$ cat src/rtl/mult_pkg.sv
// Shared types and constants for the shift-add multiplier controller.
// Optional single-step mode is enabled by defining MULT_CTRL_STEP_EN.
package mult_pkg;

  typedef enum logic [2:0] {
    ST_IDLE  = 3'd0,
    ST_LOAD  = 3'd1,
    ST_TEST  = 3'd2,
    ST_SHIFT = 3'd3,
    ST_DONE  = 3'd4,
    ST_WAIT  = 3'd5
  } state_t;

  localparam int unsigned MULT_N = 4;

  // Bits needed to count iterations 0..n-1 (never less than one bit).
  function automatic int unsigned cnt_width(input int unsigned n);
    return (n <= 2) ? 1 : $clog2(n);
  endfunction

endpackage

$ cat src/rtl/iter_counter.sv
// Iteration counter: clear to zero, increment on enable, saturate at N-1.
module iter_counter
  import mult_pkg::*;
#(
  parameter int unsigned N = MULT_N
) (
  input  logic clk,
  input  logic rst_n,
  input  logic clr,
  input  logic inc,
  output logic term_c
);

  localparam int unsigned W = cnt_width(N);
  localparam logic [W-1:0] LAST = W'(N - 1);

  logic [W-1:0] cnt;

  // Counter register; holds at LAST so it never wraps.
  always_ff @(posedge clk or negedge rst_n) begin
    if (!rst_n) begin
      cnt <= '0;
    end else if (clr) begin
      cnt <= '0;
    end else if (inc && (cnt != LAST)) begin
      cnt <= cnt + W'(1);
    end
  end

  assign term_c = (cnt == LAST);

endmodule

$ cat src/rtl/mult_control.sv
// Sequencer for the 4-bit shift-add multiplier: load, then one add-test and
// one shift per multiplier bit, then a level handshake on Fin.
// Define MULT_CTRL_STEP_EN to add the Step port and a WAIT state between
// iterations.
module mult_control
  import mult_pkg::*;
#(
  parameter int unsigned N = MULT_N
) (
  input  logic clk,
  input  logic ResetN,
  input  logic Start,
  input  logic Q0,
`ifdef MULT_CTRL_STEP_EN
  input  logic Step,
`endif
  output logic CargaA,
  output logic DesplazaA,
  output logic CargaB,
  output logic ClearP,
  output logic CargaP,
  output logic DesplazaP,
  output logic Busy,
  output logic Fin
);

  state_t state;
  state_t state_nxt;
  logic   cnt_clr;
  logic   cnt_inc;
  logic   cnt_term;

  assign cnt_clr = (state == ST_LOAD);
  assign cnt_inc = (state == ST_SHIFT);

  iter_counter #(.N(N)) u_iter_counter (
    .clk    (clk),
    .rst_n  (ResetN),
    .clr    (cnt_clr),
    .inc    (cnt_inc),
    .term_c (cnt_term)
  );

`ifdef MULT_CTRL_STEP_EN
  logic step_q;
  logic step_rise;

  // Previous Step level for rising-edge detection.
  always_ff @(posedge clk or negedge ResetN) begin
    if (!ResetN) begin
      step_q <= 1'b0;
    end else begin
      step_q <= Step;
    end
  end

  assign step_rise = Step & ~step_q;
`endif

  // Next-state decode; Start only matters in IDLE and DONE.
  always_comb begin
    state_nxt = state;
    case (state)
      ST_IDLE:  if (Start) state_nxt = ST_LOAD;
      ST_LOAD:  state_nxt = ST_TEST;
      ST_TEST:  state_nxt = ST_SHIFT;
      ST_SHIFT: begin
        if (cnt_term) begin
          state_nxt = ST_DONE;
        end else begin
`ifdef MULT_CTRL_STEP_EN
          state_nxt = ST_WAIT;
`else
          state_nxt = ST_TEST;
`endif
        end
      end
      ST_DONE:  if (!Start) state_nxt = ST_IDLE;
`ifdef MULT_CTRL_STEP_EN
      ST_WAIT:  if (step_rise) state_nxt = ST_TEST;
`endif
      default:  state_nxt = ST_IDLE;
    endcase
  end

  // State register and Moore outputs registered from the next state.
  always_ff @(posedge clk or negedge ResetN) begin
    if (!ResetN) begin
      state     <= ST_IDLE;
      CargaA    <= 1'b0;
      DesplazaA <= 1'b0;
      CargaB    <= 1'b0;
      ClearP    <= 1'b0;
      DesplazaP <= 1'b0;
      Busy      <= 1'b0;
      Fin       <= 1'b0;
    end else begin
      state     <= state_nxt;
      CargaA    <= (state_nxt == ST_LOAD);
      CargaB    <= (state_nxt == ST_LOAD);
      ClearP    <= (state_nxt == ST_LOAD);
      DesplazaA <= (state_nxt == ST_SHIFT);
      DesplazaP <= (state_nxt == ST_SHIFT);
      Busy      <= (state_nxt == ST_LOAD)  || (state_nxt == ST_TEST) ||
                   (state_nxt == ST_SHIFT) || (state_nxt == ST_WAIT);
      Fin       <= (state_nxt == ST_DONE);
    end
  end

  // Add decision uses the live LSB of A while in TEST.
  assign CargaP = (state == ST_TEST) & Q0;

endmodule

$ cat config.mk
export PLATFORM = sky130hd
export DESIGN_NAME = mult_control
export DESIGN_NICKNAME = d
export VERILOG_FILES = /design/src/rtl/mult_pkg.sv /design/src/rtl/iter_counter.sv /design/src/rtl/mult_control.sv
export SDC_FILE = /design/constraint.sdc
export NUM_CORES = 1
export LEC_CHECK = 0
export BUFFER_PORTS_ARGS = -buffer_cell sky130_fd_sc_hd__buf_4
export CELL_PAD_IN_SITES_DETAIL_PLACEMENT = 1
export CELL_PAD_IN_SITES_GLOBAL_PLACEMENT = 2
export CORE_MARGIN = 10
export CORE_UTILIZATION = 27
export DETAILED_ROUTE_END_ITERATION = 6
export PLACE_DENSITY = 0.75
export SYNTH_ARGS = -nofsm -noshare
export SYNTH_HDL_FRONTEND = slang
export SYNTH_HIERARCHICAL = 1
export SYNTH_SLANG_ARGS = --single-unit
$ cat constraint.sdc
create_clock -name clk -period 1.2 [get_ports clk]
set_input_delay 0.24 -clock clk [delete_from_list [all_inputs] [get_ports clk]]
set_output_delay 0.24 -clock clk [all_outputs]
set_load 0.05 [all_outputs]
==> metrics.log, run 1 <==
[metrics] Primary FF master, synth: sky130_fd_sc_hd__dfrtp_1
[metrics] total count of hold-check failures in the final report: 0
[metrics] P_leak: 0.3141 nW
[metrics] number of diodes added for antenna fixing: 0
[metrics] net switching power of the design: a little over 0.8 mW
[metrics] number of violations reported at the end of detailed-routing iteration 0: 0
[metrics] number of global-route vias before repair: between 300 and 400
[metrics] flop2flop setup slack: -0.16 ns
[metrics] GR met1 Demand/Resource: 0.06627
[metrics] antenna violations before repair: 0
[metrics] detailed-route vias per instance: approximately 4.7
[metrics] number of endpoints failing setup at the final stage: 3
[metrics] cell area after placement: 545.5 um2
[metrics] layout cell share with drive strength beyond 1: 0.5517
[metrics] clock slew at the register clock pins of the worst setup and hold paths: 0.06 ns
[metrics] leading cell type by number of instances after synthesis: sky130_fd_sc_hd__dfrtp_1
[metrics] fraction of synthesized cell area taken by the top area cell type: 0.4972
[metrics] number of distinct library cells after synthesis: 21
[metrics] sequential cell fraction of total power: 0.251
[metrics] DIE AREA: 0.003716 mm2
[metrics] setup repair after global routing missed its margin: yes
[metrics] worst-path fanout max: 2
[metrics] switch share: 0.4102
[metrics] max_slew headroom: 0.8567
[metrics] largest area contributor in the netlist: sky130_fd_sc_hd__dfrtp_1
[metrics] worst hold margin: 0.2261 ns
[metrics] Max IR drop VDD: ~1.3 mV
[metrics] portion of total power attributed to the clock network: 0.121
[metrics] minimum clock period: 1.433 ns
[metrics] global-route wire length before repair: 1.759 mm
[metrics] total of buffers placed on input and output ports: 11
[metrics] Die Y: 60.96 um
[metrics] Critical Path End Type: output pin
[metrics] final std cell area, no fill: 655.6 um2
[metrics] average wire length per cell after detail routing: about 14 um
[metrics] global placer's final weighted congestion: 0.7083
[metrics] starting utilization of the core area: 0.2938
[metrics] final slew viol count: 0
[metrics] critical path start-end classification: reg -> out
[metrics] PwrDens: about 3000 mW/mm2
[metrics] TritonCTS buffer count: 3
[metrics] pre-CTS worst setup slack: -0.03919 ns
[metrics] highest-utilization routing layer at the global route stage: met2
[metrics] Fmax achieved: 697.6 MHz
[metrics] H-tree lvl count: 1
[metrics] clock latency on the worst-skew pair: 0.26 ns
[metrics] count of vias placed by the detailed router: 348
[metrics] routing usage on met3: 0.04175
[metrics] slew at the pin closest to its max-slew limit: roughly 0.21 ns
[metrics] Pre-Repair DR Iteration Count: 1
[metrics] Clk Tree Root Cell: sky130_fd_sc_hd__clkbuf_4
[metrics] clock skew: 0.003359 ns
[metrics] result of the run: finished with violations
[metrics] clock tree from TritonCTS: built
[metrics] failing checks: setup timing
[metrics] count of flip-flops with a built-in enable after synthesis: 0
[metrics] clk sink count: 9
[metrics] Worst setup SP type: register
[metrics] Overall Global Routing Usage: 0.06500
[metrics] power after layout: between 1.5 and 2 mW
[metrics] DRC violations left: 0
[metrics] total half-perimeter wirelength after legalization and detailed placement: between 700 and 800 um
[metrics] Chip Width: 60.96 um
[metrics] net count after synthesis: 42
[metrics] Seq/Total Area, Yosys: 0.4972
[metrics] Syn. warnings: 6
[metrics] CP Data Arrival Time: 1.19 ns
[metrics] nets: 64
[metrics] synthesized netlist cell count: 37
[metrics] average instance area after synthesis: 12.24 um2
[metrics] antenna violation net count after detailed routing: 0
[metrics] site row count: 14
[metrics] synth cell count leaders: sky130_fd_sc_hd__dfrtp_1 (9), sky130_fd_sc_hd__buf_4 (5), sky130_fd_sc_hd__nor2_1 (3), sky130_fd_sc_hd__a31o_1 (2), sky130_fd_sc_hd__nor2b_1 (2)
[metrics] combinational share of power: 0.629
[metrics] Global Route met2 Usage: 0.09898
[metrics] fraction of registers with async set or reset after synthesis: 1.000
[metrics] flop and latch count out of synthesis: 9
[metrics] hold crit path type: in -> reg
[metrics] Total Routed Length: 1.046 mm
[metrics] internal power: 1.164 mW
[metrics] fin crit share: 1.195
[metrics] worst endpoint required time: 0.96 ns
[metrics] number of maximum-capacitance constraint violations: 0
[metrics] filler cell count in the final layout: 177
[metrics] top-level port count: 12
[metrics] Synth Cell Area: 452.9 um2
[metrics] largest buffer count on any clock path: 2
[metrics] Syn-to-layout area delta: 44.75%
[metrics] final setup margin: -0.2334 ns
[metrics] core area: 0.001541 mm2
[metrics] maximum number of pins on one net before global-route repair: 10
[metrics] global route total overflow: 0
[metrics] largest cells by area after synthesis: sky130_fd_sc_hd__dfrtp_1 (50%), sky130_fd_sc_hd__buf_4 (8.3%), sky130_fd_sc_hd__a31o_1 (3.9%)
-- layout make-up --
class	instances	area (um2)	area share
Clock buffer	4	26.28	0.04008
Sequential cell	9	225.2	0.3435
Timing Repair Buffer	23	186.4	0.2844
Tap cell	16	20.02	0.03053
Multi-Input combinational cell	22	197.7	0.3015
-- kinds of logic (layout without fill, tap and decap cells) --
kind of cell	Yosys count	in the layout	synth area share
AO/OA/AOI/OAI	5	5	0.08288
buffers and inverters	6	27	0.1077
AND/OR/NAND/NOR	15	15	0.2514
adder cells (fa/ha/maj)	1	1	0.02762
multiplexers	1	1	0.03314
flip-flops	9	9	0.4972
-- power groups by stage --
stage	logic (mW)	registers [mW]	clock network [mW]
after global routing	1.34	0.506	0.262
final	1.24	0.495	0.238
after CTS	1.13	0.489	0.251
after detailed placement	0.990	0.502	0
after global placement	0.973	0.496	0
after floorplan	0.625	0.637	0
-- routing by layer --
layer  vias up  part of all wire  wire, um
li1        170                 -         -
met1       165              0.43       453
met2        11              0.44       458
met3         2              0.11       117
met4         0             0.016        17
met5         -                 0         0
-- placed cells by master (no fill, tap or decap), types with 2 or more instances in the layout --
cell type,n
sky130_fd_sc_hd__buf_4,20
sky130_fd_sc_hd__dfrtp_1,9
sky130_fd_sc_hd__clkbuf_4,3
sky130_fd_sc_hd__a31o_1,2
sky130_fd_sc_hd__nor2b_1,2
sky130_fd_sc_hd__nor2_1,3
-- repair_timing --
| action | CTS | global route |
|---|---|---|
| hold endpoints to repair | 9 | 0 |
| endpoints found under the setup margin | 3 | 6 |
| pin swaps | 2 | 2 |
| setup buffers | 4 | 2 |
| hold buffers | 1 | 0 |
| gates resized for setup | 4 | 4 |
-- per-stage QoR --
stage / TNS, ns / std cells / util
3_5_place_dp: -0.03919 / 63 / 0.3539
5_1_grt: -0.7087 / 74 / 0.4253
6_report: -0.4544 / 74 / 0.4253
3_3_place_gp: -0.03219 / 63 / 0.3539
4_1_cts: -0.3741 / 72 / 0.4042
2_1_floorplan: -0.04919 / 37 / -
-- flip-flops by register name, summed over array words and instances (netlist names) --
register / count
Fin: 1
Busy: 1
DesplazaP: 1
state: 3
u_iter_counter/cnt: 2
ClearP: 1
-- worst max-delay path: stages (launching register included) --
cell                      delay (ns)
sky130_fd_sc_hd__dfrtp_1        0.41
sky130_fd_sc_hd__nor3b_4        0.21
sky130_fd_sc_hd__and2_4         0.17
sky130_fd_sc_hd__buf_8          0.14
-- path summary, 6_finish.rpt --
check | depth (start not counted) | startpoint | to
worst max-delay path | 3 | state[0]$_DFF_PN0_ | CargaP
max in group asynchronous | 2 | ResetN | ClearP$_DFF_PN0_
min in group asynchronous | 2 | ResetN | u_iter_counter/cnt[0]$_DFFE_PN0P_
worst min-delay path | 2 | Start | Busy$_DFF_PN0_
worst min register to register | 2 | u_iter_counter/cnt[1]$_DFFE_PN0P_ | u_iter_counter/cnt[1]$_DFFE_PN0P_
worst max register to register | 4 | state[2]$_DFF_PN0_ | u_iter_counter/cnt[0]$_DFFE_PN0P_
(Power assumes the default switching activity.)
==> run 2, diff against run 1 <==
Settings changed: CORE_MARGIN 10 to 2, HOLD_SLACK_MARGIN set to 0.15, PLACE_DENSITY 0.75 to not set, PLACE_DENSITY_LB_ADDON set to 0.08.
==> run 2 against run 1 <==
Net effect: the flow still finishes with violations (setup timing); final cell count up 1.4%; critical path type is now reg -> reg; sequential power about the same; wire length up 2.6%; combinational power grew 3%; core utilization grew 1.5 points; clock power fell by 4%; worst hold slack improved by 0.027 ns; fmax grew 2.0%; first-iteration DRC count is 4 higher; register-to-register slack lost 0.04 ns; sequential cell count is the same; largest cell class unchanged.
==> metrics.log, run 2 (synthesis gave the netlist of run 1 again) <==
[metrics] Chip Width: 44.96 um (-26%)
[metrics] clk sink count: 9 (unchanged)
[metrics] count of vias placed by the detailed router: 356 (+2.3%)
[metrics] number of endpoints failing setup at the final stage: 5 (+2)
[metrics] Multi-input gate area: 202.7 um2 (+2.5%)
[metrics] final std cell area, no fill: 678.2 um2 (+3.4%)
[metrics] highest cell delay on the worst timing path: 0.40 ns (about the same)
[metrics] antenna violation net count after detailed routing: 0 (unchanged)
[metrics] slew at the pin closest to its max-slew limit: 0.2150 ns (+0.0007366 ns)
[metrics] fin crit share: 1.171 (-0.02369)
[metrics] total count of hold-check failures in the final report: 0 (unchanged)
[metrics] detailed-route vias per instance: 4.747 (+0.93%)
[metrics] P_leak: 0.3237 nW (+3.1%)
[metrics] DRC violations left: 0 (unchanged)
[metrics] Total Neg Setup Slack: -0.7166 ns (-0.2622 ns)
[metrics] H-tree lvl count: 1 (unchanged)
[metrics] DIE AREA: 0.002021 mm2 (-46%)
[metrics] pre-CTS worst setup slack: -0.04180 ns (-0.002601 ns)
[metrics] average wire length per cell after detail routing: 14.31 um (+1.2%)
[metrics] antenna violations before repair: 0 (unchanged)
[metrics] Fmax achieved: 711.7 MHz (+2.0%)
[metrics] Cell Chain, Critical Path: buf_4, buf_6, and3b_2, nor2b_4, mux2_4
[metrics] global route total overflow: 0 (unchanged)
[metrics] result of the run: finished with violations
[metrics] Overall Global Routing Usage: 0.1265 (+0.06146)
[metrics] TritonCTS buffer count: 3 (unchanged)
[metrics] Syn-to-layout area delta: 49.72%
[metrics] cell area after placement: 545.5 um2 (unchanged)
[metrics] top-level port count: 12 (unchanged)
[metrics] final setup margin: -0.2050 ns (+0.02843 ns)
[metrics] Die Y: 44.96 um (-26%)
[metrics] Max IR drop VDD: 1.156 mV (-9.7%)
[metrics] hold crit path type: in -> reg
[metrics] max_slew headroom: 0.8556 (-0.001066)
[metrics] Worst setup SP type: register
[metrics] clock latency on the worst-skew pair: 0.26 ns (about the same)
[metrics] Critical Path End Type: register
[metrics] clock slew at the register clock pins of the worst setup and hold paths: 0.06 ns (about the same)
[metrics] global placer's final weighted congestion: 0.6792 (-4.1%)
[metrics] CP Data Arrival Time: 1.55 ns (+0.36 ns)
[metrics] nets: 65 (+1.6%)
[metrics] global-route wire length before repair: 1.704 mm (-3.1%)
[metrics] setup repair after global routing missed its margin: yes
[metrics] top library cells by usage in the layout, fill and taps aside: sky130_fd_sc_hd__buf_4 (19), sky130_fd_sc_hd__dfrtp_1 (8), sky130_fd_sc_hd__nor2_1 (3), sky130_fd_sc_hd__clkbuf_4 (3), sky130_fd_sc_hd__buf_6 (3)
[metrics] critical-path cell with the highest stage delay: sky130_fd_sc_hd__dfrtp_1
[metrics] number of diodes added for antenna fixing: 0 (unchanged)
[metrics] most frequent standard cell in the layout excluding fill and tap cells: sky130_fd_sc_hd__buf_4
[metrics] number of maximum-capacitance constraint violations: 0 (unchanged)
[metrics] number of flip-flops in the largest register: 3 (unchanged)
[metrics] site row count: 14 (unchanged)
[metrics] minimum clock period: 1.405 ns (-0.02843 ns)
[metrics] worst endpoint required time: 1.35 ns (+0.39 ns)
[metrics] total half-perimeter wirelength after legalization and detailed placement: 684.4 um (-9.3%)
[metrics] number of global-route vias before repair: 388 (unchanged)
[metrics] total buffers and inverters traversed by the critical path: 2 (+1)
[metrics] Pre-Repair DR Iteration Count: 4 (+3)
[metrics] Final Core Density: 0.4399 (+0.01461)
[metrics] layout cell share with drive strength beyond 1: 0.6271 (+0.07539)
[metrics] total of buffers placed on input and output ports: 11 (unchanged)
[metrics] cell family with most CP delay: flip-flops
[metrics] filler cell count in the final layout: 169 (-4.5%)
[metrics] worst-path fanout max: 4 (+2)
[metrics] top flop regs: state x3, u_iter_counter/cnt x2
[metrics] critical path start-end classification: reg -> reg
[metrics] PwrDens: 2962 mW/mm2 (-1.6%)
[metrics] largest buffer count on any clock path: 2 (unchanged)
[metrics] Most flops, register: state
[metrics] Clk Tree Root Cell: sky130_fd_sc_hd__clkbuf_4
[metrics] failing checks: setup timing
[metrics] starting utilization of the core area: 0.2938 (unchanged)
[metrics] core area: 0.001541 mm2 (unchanged)
[metrics] number of violations reported at the end of detailed-routing iteration 0: 4 (+4)
[metrics] Total Routed Length: 1.073 mm (+2.6%)
[metrics] final slew viol count: 0 (unchanged)
[metrics] maximum number of pins on one net before global-route repair: 10 (unchanged)
[metrics] clock tree from TritonCTS: built
[metrics] Storage cell area: 226.5 um2 (+0.56%)
[metrics] clock skew: 0.001042 ns (-0.002316 ns)
## run 2: cell types whose count changed in the layout (fill, tap and decap cells not counted), sizes merged
| cell | before | now |
|---|---|---|
| clkinv | 0 | 1 |
| clkbuf | 4 | 3 |
| buf | 22 | 23 |
## run 2: final timing paths
path	from	endpoint	slack, ns	cells past startpoint
hold / removal	Start	Busy$_DFF_PN0_	0.25	2
setup / recovery	state[0]$_DFF_PN0_	u_iter_counter/cnt[0]$_DFFE_PN0P_	-0.20	5
hold reg to reg	u_iter_counter/cnt[1]$_DFFE_PN0P_	u_iter_counter/cnt[1]$_DFFE_PN0P_	0.57	2
setup reg to reg	state[0]$_DFF_PN0_	u_iter_counter/cnt[0]$_DFFE_PN0P_	-0.20	5
max in group asynchronous	ResetN	state[1]$_DFF_PN0_	0.71	2
min in group asynchronous	ResetN	Fin$_DFF_PN0_	0.35	2
## run 2: routing by layer
| metal | vias to the layer above | GRT usage | routed length [um] |
|---|---|---|---|
| met1 | 176 | 0.1285 | 403 |
| met3 | 0 | 0.07200 | 62 |
| met2 | 10 | 0.2200 | 607 |
| li1 | 170 | - | - |
| met5 | - | 0 | 0 |
| met4 | 0 | 0.03529 | 0 |
## run 2: final cells by class
cell class / instances / share of cell area
Clock buffer: 3 / 0.03321
Clock inverter: 1 / 0.007380
Multi-Input combinational cell: 22 / 0.2989
Sequential cell: 9 / 0.3339
Tap cell: 16 / 0.02952
Timing Repair Buffer: 24 / 0.2970
## run 2: timing repair
| action | in CTS | in global routing |
|---|---|---|
| hold endpoints to repair | 9 | 0 |
| pin swaps | 0 | 3 |
| buffers inserted | 4 | 3 |
| endpoints found under the setup margin | 2 | 8 |
| hold buffers | 1 | 0 |
| resized for setup | 4 | 9 |
## run 2: power by group
| group | internal [mW] | switching, mW | total (mW) |
|---|---|---|---|
| registers | 0.424 | 0.0728 | 0.497 |
| logic | 0.628 | 0.655 | 1.28 |
| clock network | 0.123 | 0.106 | 0.228 |
## run 2: through the flow
stage / total power [mW] / instances / hold slack, ns
after global placement: 1.462 / 63 / 0.06914
final: 2.009 / 75 / 0.2533
after global routing: 2.147 / 75 / 0.2458
after CTS: 1.834 / 72 / 0.2487
after floorplan: 1.262 / 37 / -0.05559
after detailed placement: 1.486 / 63 / 0.07018
==> run 3, diff against run 2 <==
Settings changed: CTS_CLUSTER_DIAMETER set to 50, RECOVER_POWER set to 25.
==> run 3 against run 2 <==
Net effect: the flow still finishes with violations (setup timing); power hardly changed; combinational power barely moved; register-to-register slack about the same; sequential share of layout area up 0.19 points; critical path type unchanged; largest power group unchanged.
==> metrics.log, run 3 (synthesis gave the netlist of run 1 again) <==
[metrics] top-level port count: 12 (unchanged)
[metrics] most frequent standard cell in the layout excluding fill and tap cells: sky130_fd_sc_hd__buf_4
[metrics] number of endpoints failing setup at the final stage: 5 (unchanged)
[metrics] top library cells by usage in the layout, fill and taps aside: sky130_fd_sc_hd__buf_4 (18), sky130_fd_sc_hd__dfrtp_1 (8), sky130_fd_sc_hd__nor2_1 (3), sky130_fd_sc_hd__clkbuf_4 (3), sky130_fd_sc_hd__buf_6 (3)
[metrics] worst-path fanout max: 4 (unchanged)
[metrics] max_slew headroom: 0.6559 (-0.1997)
[metrics] Fmax achieved: 711.8 MHz (about the same)
[metrics] detailed-route vias per instance: 4.747 (unchanged)
[metrics] clk sink count: 9 (unchanged)
[metrics] Most flops, register: state
[metrics] number of violations reported at the end of detailed-routing iteration 0: 4 (unchanged)
[metrics] Max IR drop VDD: 1.169 mV (+1.1%)
[metrics] global route total overflow: 0 (unchanged)
[metrics] endpoint of the worst hold path: Busy$_DFF_PN0_
[metrics] final setup margin: -0.2050 ns (+0.000007000 ns)
[metrics] Critical Path End Type: register
[metrics] filler cell count in the final layout: 170 (+0.59%)
[metrics] hold crit path type: in -> reg
[metrics] top flop regs: state x3, u_iter_counter/cnt x2
[metrics] count of vias placed by the detailed router: 356 (unchanged)
[metrics] beginning of the worst hold path: Start
[metrics] Worst setup SP type: register
[metrics] minimum clock period: 1.405 ns (-0.000007000 ns)
[metrics] global-route wire length before repair: 1.704 mm (unchanged)
[metrics] worst endpoint required time: 1.35 ns (about the same)
[metrics] antenna violation net count after detailed routing: 0 (unchanged)
[metrics] H-tree lvl count: 1 (unchanged)
[metrics] critical path start-end classification: reg -> reg
[metrics] PwrDens: 2976 mW/mm2 (+0.48%)
[metrics] fin crit share: 1.171 (about the same)
[metrics] clock latency on the worst-skew pair: 0.26 ns (about the same)
[metrics] number of global-route vias before repair: 388 (unchanged)
[metrics] Syn-to-layout area delta: 48.90%
[metrics] Overall Global Routing Usage: 0.1265 (unchanged)
[metrics] Chip Width: 44.96 um (unchanged)
[metrics] largest buffer count on any clock path: 2 (unchanged)
[metrics] clock tree from TritonCTS: built
[metrics] hold-critical path depth: 2 (unchanged)
[metrics] average wire length per cell after detail routing: 14.31 um (unchanged)
[metrics] clock skew: 0.001088 ns (+0.00004580 ns)
[metrics] clock slew at the register clock pins of the worst setup and hold paths: 0.06 ns (about the same)
[metrics] total half-perimeter wirelength after legalization and detailed placement: 684.4 um (unchanged)
[metrics] Die Y: 44.96 um (unchanged)
[metrics] Multi-input gate area: 202.7 um2 (unchanged)
[metrics] number of flip-flops in the largest register: 3 (unchanged)
[metrics] failing checks: setup timing
[metrics] DIE AREA: 0.002021 mm2 (unchanged)
[metrics] slew at the pin closest to its max-slew limit: 0.5161 ns (+0.3011 ns)
[metrics] Storage cell area: 226.5 um2 (unchanged)
[metrics] worst hold margin: 0.2535 ns (+0.0002210 ns)
[metrics] Clk Tree Root Cell: sky130_fd_sc_hd__clkbuf_4
[metrics] Final Core Density: 0.4375 (-0.002435)
[metrics] TritonCTS buffer count: 3 (unchanged)
[metrics] nets: 65 (unchanged)
[metrics] pre-CTS worst setup slack: -0.04180 ns (unchanged)
[metrics] total count of hold-check failures in the final report: 0 (unchanged)
[metrics] reg-to-reg critical path endpoint: u_iter_counter/cnt[0]$_DFFE_PN0P_
[metrics] DRC violations left: 0 (unchanged)
[metrics] depth of the worst register-to-register path: 5 (unchanged)
[metrics] Pre-Repair DR Iteration Count: 4 (unchanged)
[metrics] number of maximum-capacitance constraint violations: 0 (unchanged)
[metrics] maximum number of pins on one net before global-route repair: 10 (unchanged)
[metrics] antenna violations before repair: 0 (unchanged)
[metrics] total of buffers placed on input and output ports: 11 (unchanged)
[metrics] number of diodes added for antenna fixing: 0 (unchanged)
[metrics] P_leak: 0.3201 nW (-1.1%)
[metrics] startpoint of the lowest-slack register-to-register path: state[0]$_DFF_PN0_
[metrics] layout cell share with drive strength beyond 1: 0.6102 (-0.01695)
[metrics] global placer's final weighted congestion: 0.6792 (unchanged)
[metrics] flop2flop setup slack: -0.20 ns (about the same)
[metrics] core area: 0.001541 mm2 (unchanged)
[metrics] starting utilization of the core area: 0.2938 (unchanged)
[metrics] site row count: 14 (unchanged)
[metrics] setup repair after global routing missed its margin: yes
[metrics] result of the run: finished with violations
[metrics] final slew viol count: 0 (unchanged)
[metrics] CP Data Arrival Time: 1.55 ns (about the same)
[metrics] Total Routed Length: 1.073 mm (unchanged)
## run 3: changes by cell type in the layout (fill, tap and decap cells not counted), sizes merged
cell / before / now
buf: 23 / 22
clkbuf: 3 / 4
## run 3: power breakdown
group	internal, mW	total [mW]	switching [mW]
combinational	0.627	1.28	0.655
clock	0.123	0.228	0.106
sequential	0.424	0.497	0.0728
total	1.17	2.01	0.833
## run 3: what timing repair did
item                       CTS  global route
pin swaps                    0             3
hold endpoints to repair     9             0
buffers inserted             4             3
gates resized for setup      4             9
hold buffers                 1             0
setup endpoints to repair    2             8
## run 3: through the flow
stage / power (mW) / TNS [ns] / instance area [um2] / instances
after global routing: 2.145 / -0.9283 / 674.4 / 75
after floorplan: 1.262 / -0.04919 / 457.9 / 37
final: 2.007 / -0.7164 / 674.4 / 75
after detailed placement: 1.486 / -0.06737 / 545.5 / 63
after global placement: 1.462 / -0.04019 / 545.5 / 63
after CTS: 1.834 / -0.3705 / 623.1 / 72
## run 3: per-layer routing
metal,routed length [um],part of all wire,GRT usage,up-vias
met5,0,0,0,-
met4,0,0,0.03529,0
met3,62,0.058,0.07200,0
met2,607,0.57,0.2200,10
met1,403,0.38,0.1285,176
li1,-,-,-,170
## run 3: area by class of cell
type | instances | area share
well taps | 16 | 0.02968
multi-input cells | 22 | 0.3006
repair buffers | 24 | 0.2931
clock inverters | 1 | 0.007421
flip-flops and latches | 9 | 0.3358
clock buffers | 3 | 0.03340
## run 3: worst max-delay path by stage
stage / start / endpoint / slack, ns / cells past startpoint
detailed placement: state[2]$_DFF_PN0_ / u_iter_counter/cnt[0]$_DFFE_PN0P_ / -0.04 / 3
global placement: state[2]$_DFF_PN0_ / u_iter_counter/cnt[0]$_DFFE_PN0P_ / -0.04 / 3
floorplan: state[2]$_DFF_PN0_ / u_iter_counter/cnt[0]$_DFFE_PN0P_ / -0.05 / 4
finish: state[0]$_DFF_PN0_ / u_iter_counter/cnt[0]$_DFFE_PN0P_ / -0.20 / 5
global route: state[2]$_DFF_PN0_ / CargaP / -0.28 / 3
CTS: state[0]$_DFF_PN0_ / CargaP / -0.22 / 3
## run 3: critical path, stage by stage, from the launching register on
cell,delay [ns]
sky130_fd_sc_hd__dfrtp_1,0.40
sky130_fd_sc_hd__buf_4,0.14
sky130_fd_sc_hd__buf_6,0.11
sky130_fd_sc_hd__and3b_2,0.22
sky130_fd_sc_hd__nor2b_4,0.13
sky130_fd_sc_hd__mux2_4,0.29
